===== src/rtl/bomb_pkg.sv =====
// Shared types and default timing constants for the bomb slot pool.
package bomb_pkg;

    typedef enum logic [1:0] {
        FREE  = 2'd0,
        FUSE  = 2'd1,
        BLAST = 2'd2
    } slot_state_t;

    localparam int FUSE_FRAMES_DEF  = 120;
    localparam int BLAST_FRAMES_DEF = 30;
    localparam int RANGE_DEF        = 2;
    localparam int TILE_W_DEF       = 4;

    typedef struct packed {
        logic [TILE_W_DEF-1:0] x;
        logic [TILE_W_DEF-1:0] y;
    } tile_t;

    function automatic int max2(input int a, input int b);
        return (a > b) ? a : b;
    endfunction

endpackage


===== src/rtl/bomb_slot.sv =====
// One bomb slot: FREE -> FUSE -> BLAST -> FREE timer FSM holding tile and owner.
module bomb_slot
    import bomb_pkg::*;
#(
    parameter int CW           = 4,
    parameter int CNTW         = 7,
    parameter int FUSE_FRAMES  = FUSE_FRAMES_DEF,
    parameter int BLAST_FRAMES = BLAST_FRAMES_DEF
) (
    input  logic          frame_clk,
    input  logic          Reset,
    input  logic          clear_i,
    input  logic          load_i,
    input  logic [CW-1:0] load_x_i,
    input  logic [CW-1:0] load_y_i,
    input  logic          load_owner_i,
    input  logic          chain_hit_i,
    output slot_state_t   state_o,
    output logic [CW-1:0] x_o,
    output logic [CW-1:0] y_o,
    output logic          owner_o
);

    localparam logic [CNTW-1:0] FUSE_INIT  = CNTW'(FUSE_FRAMES - 1);
    localparam logic [CNTW-1:0] BLAST_INIT = CNTW'(BLAST_FRAMES - 1);

    slot_state_t     state_q;
    logic [CNTW-1:0] cnt_q;
    logic [CW-1:0]   x_q;
    logic [CW-1:0]   y_q;
    logic            owner_q;

    always_ff @(posedge frame_clk or posedge Reset) begin
        if (Reset) begin
            state_q <= FREE;
            cnt_q   <= '0;
            x_q     <= '0;
            y_q     <= '0;
            owner_q <= 1'b0;
        end else if (clear_i) begin
            state_q <= FREE;
            cnt_q   <= '0;
            x_q     <= '0;
            y_q     <= '0;
            owner_q <= 1'b0;
        end else begin
            case (state_q)
                FREE: begin
                    if (load_i) begin
                        state_q <= FUSE;
                        cnt_q   <= FUSE_INIT;
                        x_q     <= load_x_i;
                        y_q     <= load_y_i;
                        owner_q <= load_owner_i;
                    end
                end
                FUSE: begin
                    // A neighbouring blast preempts the remaining fuse time.
                    if (chain_hit_i || cnt_q == '0) begin
                        state_q <= BLAST;
                        cnt_q   <= BLAST_INIT;
                    end else begin
                        cnt_q <= cnt_q - CNTW'(1);
                    end
                end
                BLAST: begin
                    if (cnt_q == '0) begin
                        state_q <= FREE;
                    end else begin
                        cnt_q <= cnt_q - CNTW'(1);
                    end
                end
                default: begin
                    state_q <= FREE;
                    cnt_q   <= '0;
                end
            endcase
        end
    end

    assign state_o = state_q;
    assign x_o     = x_q;
    assign y_o     = y_q;
    assign owner_o = owner_q;

endmodule


===== src/rtl/bomb_scheduler.sv =====
// Shared bomb pool: two-player round-robin placement, per-player/per-tile limits, fuse/blast timers.
// Optional chain detonation between bombs in blast reach is enabled by defining BOMB_CHAIN_EN.
module bomb_scheduler
    import bomb_pkg::*;
#(
    parameter int NSLOT          = 4,
    parameter int CW             = 4,
    parameter int FUSE_FRAMES    = FUSE_FRAMES_DEF,
    parameter int BLAST_FRAMES   = BLAST_FRAMES_DEF,
    parameter int MAX_PER_PLAYER = 2,
    parameter int RANGE          = RANGE_DEF
) (
    input  logic                Reset,
    input  logic                frame_clk,
    input  logic                run,
    input  logic                p0_req,
    input  logic                p1_req,
    input  logic [CW-1:0]       p0_x,
    input  logic [CW-1:0]       p0_y,
    input  logic [CW-1:0]       p1_x,
    input  logic [CW-1:0]       p1_y,
    output logic                p0_ack,
    output logic                p1_ack,
    output logic [NSLOT-1:0]    bomb_fuse,
    output logic [NSLOT-1:0]    bomb_blast,
    output logic [NSLOT-1:0]    bomb_owner,
    output logic [NSLOT*CW-1:0] bomb_x,
    output logic [NSLOT*CW-1:0] bomb_y,
    output logic                blast_any
);

    localparam int CNTW = max2(1, $clog2(max2(FUSE_FRAMES, BLAST_FRAMES)));
    localparam int SW   = max2(1, $clog2(NSLOT));
    localparam int PW   = $clog2(NSLOT + 1) + 1;

`ifdef BOMB_CHAIN_EN
    localparam bit CHAIN_EN = 1'b1;
`else
    localparam bit CHAIN_EN = 1'b0;
`endif

    slot_state_t    st   [NSLOT];
    logic [CW-1:0]  sx   [NSLOT];
    logic [CW-1:0]  sy   [NSLOT];
    logic           sown [NSLOT];
    logic [NSLOT-1:0] load;
    logic [NSLOT-1:0] chain_hit;

    logic [PW-1:0] live_cnt0, live_cnt1;
    logic          hit0, hit1, any_free;
    logic [SW-1:0] free_idx;
    logic          elig0, elig1, gnt0, gnt1;
    logic          rr_q, rr_d;
    logic          ack0_q, ack1_q;
    logic [CW-1:0] ld_x, ld_y;

    function automatic logic near(input logic [CW-1:0] a, input logic [CW-1:0] b);
        logic [CW-1:0] d;
        d = (a > b) ? (a - b) : (b - a);
        return int'(d) <= RANGE;
    endfunction

    // Scan from the top so the lowest-index FREE slot wins the load.
    always_comb begin
        live_cnt0 = '0;
        live_cnt1 = '0;
        hit0      = 1'b0;
        hit1      = 1'b0;
        any_free  = 1'b0;
        free_idx  = '0;
        for (int i = NSLOT - 1; i >= 0; i--) begin
            if (st[i] == FREE) begin
                any_free = 1'b1;
                free_idx = SW'(i);
            end else begin
                if (sown[i]) live_cnt1 = live_cnt1 + PW'(1);
                else         live_cnt0 = live_cnt0 + PW'(1);
                if (sx[i] == p0_x && sy[i] == p0_y) hit0 = 1'b1;
                if (sx[i] == p1_x && sy[i] == p1_y) hit1 = 1'b1;
            end
        end
    end

    assign elig0 = run && p0_req && (live_cnt0 < PW'(MAX_PER_PLAYER)) && !hit0 && any_free;
    assign elig1 = run && p1_req && (live_cnt1 < PW'(MAX_PER_PLAYER)) && !hit1 && any_free;
    assign gnt0  = elig0 && (!elig1 || !rr_q);
    assign gnt1  = elig1 && (!elig0 || rr_q);
    assign rr_d  = (elig0 && elig1) ? !rr_q : rr_q;
    assign ld_x  = gnt1 ? p1_x : p0_x;
    assign ld_y  = gnt1 ? p1_y : p0_y;

    always_ff @(posedge frame_clk or posedge Reset) begin
        if (Reset) begin
            rr_q   <= 1'b0;
            ack0_q <= 1'b0;
            ack1_q <= 1'b0;
        end else if (!run) begin
            rr_q   <= 1'b0;
            ack0_q <= 1'b0;
            ack1_q <= 1'b0;
        end else begin
            rr_q   <= rr_d;
            ack0_q <= gnt0;
            ack1_q <= gnt1;
        end
    end

    for (genvar g = 0; g < NSLOT; g++) begin : g_slot
        assign load[g] = (gnt0 || gnt1) && (free_idx == SW'(g));

        always_comb begin
            chain_hit[g] = 1'b0;
            for (int j = 0; j < NSLOT; j++) begin
                if (j != g && st[j] == BLAST &&
                    ((sy[j] == sy[g] && near(sx[j], sx[g])) ||
                     (sx[j] == sx[g] && near(sy[j], sy[g]))))
                    chain_hit[g] = CHAIN_EN && (st[g] == FUSE);
            end
        end

        bomb_slot #(
            .CW           (CW),
            .CNTW         (CNTW),
            .FUSE_FRAMES  (FUSE_FRAMES),
            .BLAST_FRAMES (BLAST_FRAMES)
        ) u_slot (
            .frame_clk    (frame_clk),
            .Reset        (Reset),
            .clear_i      (!run),
            .load_i       (load[g]),
            .load_x_i     (ld_x),
            .load_y_i     (ld_y),
            .load_owner_i (gnt1),
            .chain_hit_i  (chain_hit[g]),
            .state_o      (st[g]),
            .x_o          (sx[g]),
            .y_o          (sy[g]),
            .owner_o      (sown[g])
        );

        assign bomb_fuse[g]          = (st[g] == FUSE);
        assign bomb_blast[g]         = (st[g] == BLAST);
        assign bomb_owner[g]         = sown[g];
        assign bomb_x[g*CW +: CW]    = sx[g];
        assign bomb_y[g*CW +: CW]    = sy[g];
    end

    assign p0_ack    = ack0_q;
    assign p1_ack    = ack1_q;
    assign blast_any = |bomb_blast;

endmodule

===== config.mk =====
export PLATFORM = sky130hd
export DESIGN_NAME = bomb_scheduler
export DESIGN_NICKNAME = d
export VERILOG_FILES = /design/src/rtl/bomb_pkg.sv /design/src/rtl/bomb_slot.sv /design/src/rtl/bomb_scheduler.sv
export SDC_FILE = /design/constraint.sdc
export NUM_CORES = 1
export LEC_CHECK = 0
export BUFFER_PORTS_ARGS = -buffer_cell sky130_fd_sc_hd__buf_4
export CORE_UTILIZATION = 59
export CTS_CLUSTER_DIAMETER = 80
export DETAILED_ROUTE_END_ITERATION = 10
export HOLD_SLACK_MARGIN = 0.06
export PLACE_DENSITY = 0.81
export SLEW_MARGIN = 20
export SYNTH_ARGS = -nofsm -noshare
export SYNTH_HDL_FRONTEND = slang
export SYNTH_HIERARCHICAL = 1
export SYNTH_SLANG_ARGS = --single-unit

===== constraint.sdc =====
create_clock -name frame_clk -period 5.6 [get_ports frame_clk]
set_input_delay 1.12 -clock frame_clk [delete_from_list [all_inputs] [get_ports frame_clk]]
set_output_delay 1.12 -clock frame_clk [all_outputs]
set_load 0.05 [all_outputs]

==> Implementation_results.wiki <==
{| class="wikitable"
! Metric !! Value
|-
| Die Wd || approximately 100 um
|-
| Commonest register cell after synthesis || sky130_fd_sc_hd__dfrtp_1
|-
| Fraction of synthesized area in multiplexers || roughly 2.7%
|-
| Antenna violations before repair || 0
|-
| Worst setup path class || flop to flop
|-
| Most used standard cell by instance count after synthesis || sky130_fd_sc_hd__nand2_1
|-
| Routability Congestion || ~1
|-
| Number of slew-limit violations in the final report || 0
|-
| Average cell area after synthesis || 8.61 um2
|-
| Number of cells on the worst reg-to-reg path || 18
|-
| Final period util || between 80% and 90%
|-
| Fraction of layout instances using a drive strength above 1 || 18.8%
|-
| Main combinational cell family by area after synthesis || compound AO/OA/AOI/OAI gates
|-
| Synth top area cells || sky130_fd_sc_hd__dfrtp_1 (34%), sky130_fd_sc_hd__xnor2_1 (7.4%), sky130_fd_sc_hd__a21oi_1 (6.3%)
|-
| Number of antenna cells inserted || 0
|-
| Count of flip-flops with a built-in enable after synthesis || 0
|-
| CTS Buffer Depth || 2
|-
| Crit-path slowest cell || sky130_fd_sc_hd__dfrtp_1
|-
| Simple-gate portion of the synthesized area || 21.2%
|-
| GRT Residual Overflow || 0
|-
| Worst Setup End Kind || flop
|-
| Core area || ~8800 um2
|-
| Largest net degree at the start of global routing || 34
|-
| Number of buffers created by CTS || 9
|-
| Worst clock skew || approximately 0.012 ns
|-
| Total of hold buffers inserted after clock tree synthesis || 0
|-
| Unrepaired setup endpoints after global routing || no
|-
| Die height || 98.1 um
|-
| Detailed-routing iteration count for the pre-antenna-repair pass || 8
|-
| Starting utilization of the core area || around 60%
|-
| Number of endpoints with negative hold slack in the final report || 0
|-
| Layout Area Growth over Synthesis || 14.1%
|-
| Switching Fraction || between 30% and 40%
|-
| Number of setup violations in the final report || 0
|-
| Insertion delay to the later sink of the worst-skew pair || approximately 0.37 ns
|-
| Result of the run || complete, but fails checks
|-
| First-pass GRT wire length || around 25,000 um
|-
| Worst slack at placement || slightly below 0.9 ns
|-
| DRC || 5
|-
| Synthesis-stage register bit count || 75
|-
| Number of ports placed on the die boundary || just under 70
|-
| Core Rows || 34
|-
| Maximum fanout along the worst path || 13
|-
| Root buffer cell || sky130_fd_sc_hd__clkbuf_8
|-
| Sequential share of power || between 30% and 40%
|-
| All-Layer GR Usage || 33.1%
|-
| Via count of the first global-routing pass || 4,669
|-
| Maxcap violations || 0
|-
| Timing startpoint of the critical path || g_slot[3].u_slot/state_o[0]
|-
| Switching component of the power || around 0.74 mW
|-
| Failing checks || design-rule violations
|-
| Final nets || ~720
|-
| Final routed wire length divided by cell count || between 15 and 20 um
|-
| Post-synth top area cell || sky130_fd_sc_hd__dfrtp_1
|-
| Maximum clock rate || just over 0.2 GHz
|-
| Number of warnings reported in the yosys synthesis log || 6
|-
| FF-to-FF Start || g_slot[3].u_slot/state_o[0]
|-
| Final instance count without filler cells || 799
|-
| Post-CTS Setup Inserts || 0
|-
| Clock tree from TritonCTS || done
|-
| Library cells used by synthesis || slightly above 50
|-
| Internal || about 1.2 mW
|-
| Worst setup slack after layout || ~0.73 ns
|-
| Maximum vdd ir drop || 0.198 mV
|-
| Clock input transition at the sequential cells of the worst setup and hold paths || 0.08 ns
|-
| Area fraction of the dominant cell type after synthesis || 34.4%
|-
| Detailed-route vias per instance || 6.28
|-
| Max H-tree Level || 3
|-
| Routed vias || between 5,000 and 6,000
|-
| Post-Synth XOR/XNOR Area || approximately 11%
|-
| Kind of launch point of the worst setup path || flop
|-
| Startpoint of the lowest-slack hold path || rr_q
|-
| Path length in cells of the critical path || 18
|-
| CP arrival || roughly 5.2 ns
|-
| Slowest stage delay, CP || about 0.54 ns
|-
| Adder and majority gate portion of the synthesized area || 3.21%
|-
| Comb power frac || between 30% and 40%
|-
| Slew of the pin with the lowest slew margin || around 0.76 ns
|-
| Async set-reset flop share out of synthesis || 100%
|-
| CP delay by family, top || simple AND/OR/NAND/NOR gates
|-
| Worst hold stages || 1
|-
| Clock power frac || a little over a quarter
|-
| Cell count after synthesis || around 630
|-
| Antenna violation net count after detailed routing || 0
|-
| Cells resized by post-CTS repair || 0
|-
| Number of placed instances, taps included || around 780
|-
| Initial drt markers || between 400 and 500
|-
| Worst rel slew slack || about 49%
|-
| Synthesized cell area || approximately 5400 um2
|-
| Worst EP required || roughly 5.9 ns
|-
| Share of the synthesized area in compound gates (AO/OA/AOI/OAI) || roughly 22%
|-
| Sequential fraction of the synthesis area || 34.4%
|-
| Final worst path period need || between 4 and 5 ns
|-
| Number of port buffers || 67
|-
| Ranking of synthesized cells by instance count || sky130_fd_sc_hd__nand2_1 (86), sky130_fd_sc_hd__dfrtp_1 (75), sky130_fd_sc_hd__a21oi_1 (69)
|-
| Leakage power || 2.80 nW
|-
| Power density normalized to cell area || around 310 nW/um2
|-
| Min-Delay Path Class || flop to flop
|-
| Final HPWL from detailed placement || about 11,000 um
|-
| TritonCTS Sinks || between 70 and 80
|-
| Cells along the critical path || nor2_1 -> nor2_1 -> ha_1 -> a21oi_1 -> inv_1 -> ha_1 -> mux2_4 -> ha_1 -> nor3_1 -> o2111ai_1 -> nor3_1 -> nor2_1 -> nor4_1 -> buf_4 -> nand2_1 -> a31oi_1 -> a21boi_1 -> a21o_1
|-
| Die area || 9620 um2
|-
| Wire length reported by the detailed router || roughly 15,000 um
|-
| Worst path buffer plus inverter count || 2
|-
| Total negative slack || 0 ns
|}
-- placed cells by master (no fill, tap or decap), types with 3 or more instances in the layout --
| cell type | netlist | routed |
|---|---|---|
| sky130_fd_sc_hd__nand2_1 | 86 | 86 |
| sky130_fd_sc_hd__dfrtp_1 | 75 | 75 |
| sky130_fd_sc_hd__buf_4 | 0 | 71 |
| sky130_fd_sc_hd__a21oi_1 | 69 | 69 |
| sky130_fd_sc_hd__xnor2_1 | 46 | 46 |
| sky130_fd_sc_hd__nor2_1 | 33 | 33 |
| sky130_fd_sc_hd__inv_1 | 31 | 30 |
| sky130_fd_sc_hd__xor2_1 | 21 | 21 |
| sky130_fd_sc_hd__o21ai_0 | 18 | 18 |
| sky130_fd_sc_hd__a21o_1 | 16 | 16 |
| sky130_fd_sc_hd__a22o_1 | 16 | 16 |
| sky130_fd_sc_hd__nor3_1 | 14 | 14 |
| sky130_fd_sc_hd__o22ai_1 | 14 | 14 |
| sky130_fd_sc_hd__ha_1 | 14 | 14 |
| sky130_fd_sc_hd__nor4_1 | 13 | 13 |
| sky130_fd_sc_hd__nand2b_1 | 13 | 13 |
| sky130_fd_sc_hd__nand3_1 | 12 | 12 |
| sky130_fd_sc_hd__and2_1 | 9 | 9 |
| sky130_fd_sc_hd__mux2_4 | 9 | 9 |
| sky130_fd_sc_hd__nand4_1 | 9 | 9 |
| sky130_fd_sc_hd__clkbuf_8 | 0 | 9 |
| sky130_fd_sc_hd__o21a_1 | 8 | 8 |
| sky130_fd_sc_hd__conb_1 | 1 | 8 |
| sky130_fd_sc_hd__a211o_2 | 8 | 8 |
| sky130_fd_sc_hd__nor2b_1 | 7 | 7 |
| sky130_fd_sc_hd__inv_2 | 4 | 5 |
| sky130_fd_sc_hd__nor2_2 | 4 | 4 |
| sky130_fd_sc_hd__nor4b_4 | 4 | 4 |
| sky130_fd_sc_hd__a31oi_1 | 4 | 4 |
| sky130_fd_sc_hd__a21oi_2 | 4 | 4 |
| sky130_fd_sc_hd__a2111oi_4 | 4 | 4 |
| sky130_fd_sc_hd__and2_0 | 4 | 4 |
| sky130_fd_sc_hd__a311oi_1 | 4 | 4 |
| sky130_fd_sc_hd__a21boi_1 | 4 | 4 |
| sky130_fd_sc_hd__bufinv_16 | 0 | 3 |
-- cell families after synthesis --
logic type	after synthesis
simple gates	220
buf+inv	70
compound gates	176
other cells	1
mux	10
fa+ha+maj	14
xor+xnor	67
flops	75
-- flip-flops by register name (all words and copies together) (netlist names) --
signal / cells
g_slot.u_slot/cnt_q: 28
g_slot.u_slot/x_o: 16
g_slot.u_slot/y_o: 16
g_slot.u_slot/state_o: 8
g_slot.u_slot/owner_o: 4
p0_ack: 1
p1_ack: 1
rr_q: 1
-- final cells by class --
cell class	instances	area, um2
fill	707	2630
inverter	35	131
clock buffer	10	128
clock inverter	5	103
multi-input combinational	495	3310
timing repair buffer	71	533
sequential	75	1880
tap	108	135
-- power groups by stage --
stage	sequential (mW)	clock [mW]	combinational, mW
after floorplan	0.745	0	0.473
after global placement	0.711	0	0.654
after detailed placement	0.713	0	0.671
after CTS	0.704	0.516	0.679
after global routing	0.717	0.541	0.748
final	0.707	0.508	0.687
-- metal layers --
metal	routed length, um	GRT usage, %	vias to the layer above	share of wire (%)
met1	6610	46.4	2418	44
met5	0	0	-	0
met3	1230	6.23	34	8.1
li1	-	-	2306	-
met4	378	13.9	0	2.5
met2	6940	50.4	257	46
-- final timing paths --
path	to	slack (ns)
max in group asynchronous	g_slot[3].u_slot/cnt_q[6]	4.19
hold / removal	rr_q	0.55
min in group asynchronous	p1_ack	0.67
setup reg to reg	g_slot[3].u_slot/cnt_q[5]	0.73
hold reg to reg	rr_q	0.55
setup / recovery	g_slot[3].u_slot/cnt_q[5]	0.73
-- per-stage QoR --
step                cell area (um2)  power, mW  util (%)  hold WS (ns)
finish                         6220       1.90      70.3         0.548
global route                   6220       2.01      70.3         0.574
CTS                            6220       1.90      70.3         0.554
detailed placement             5990       1.38      67.7         0.544
global placement               5990       1.36      67.7         0.523
floorplan                      5480       1.22         -         0.479
Power figures use the tool's default switching activity.
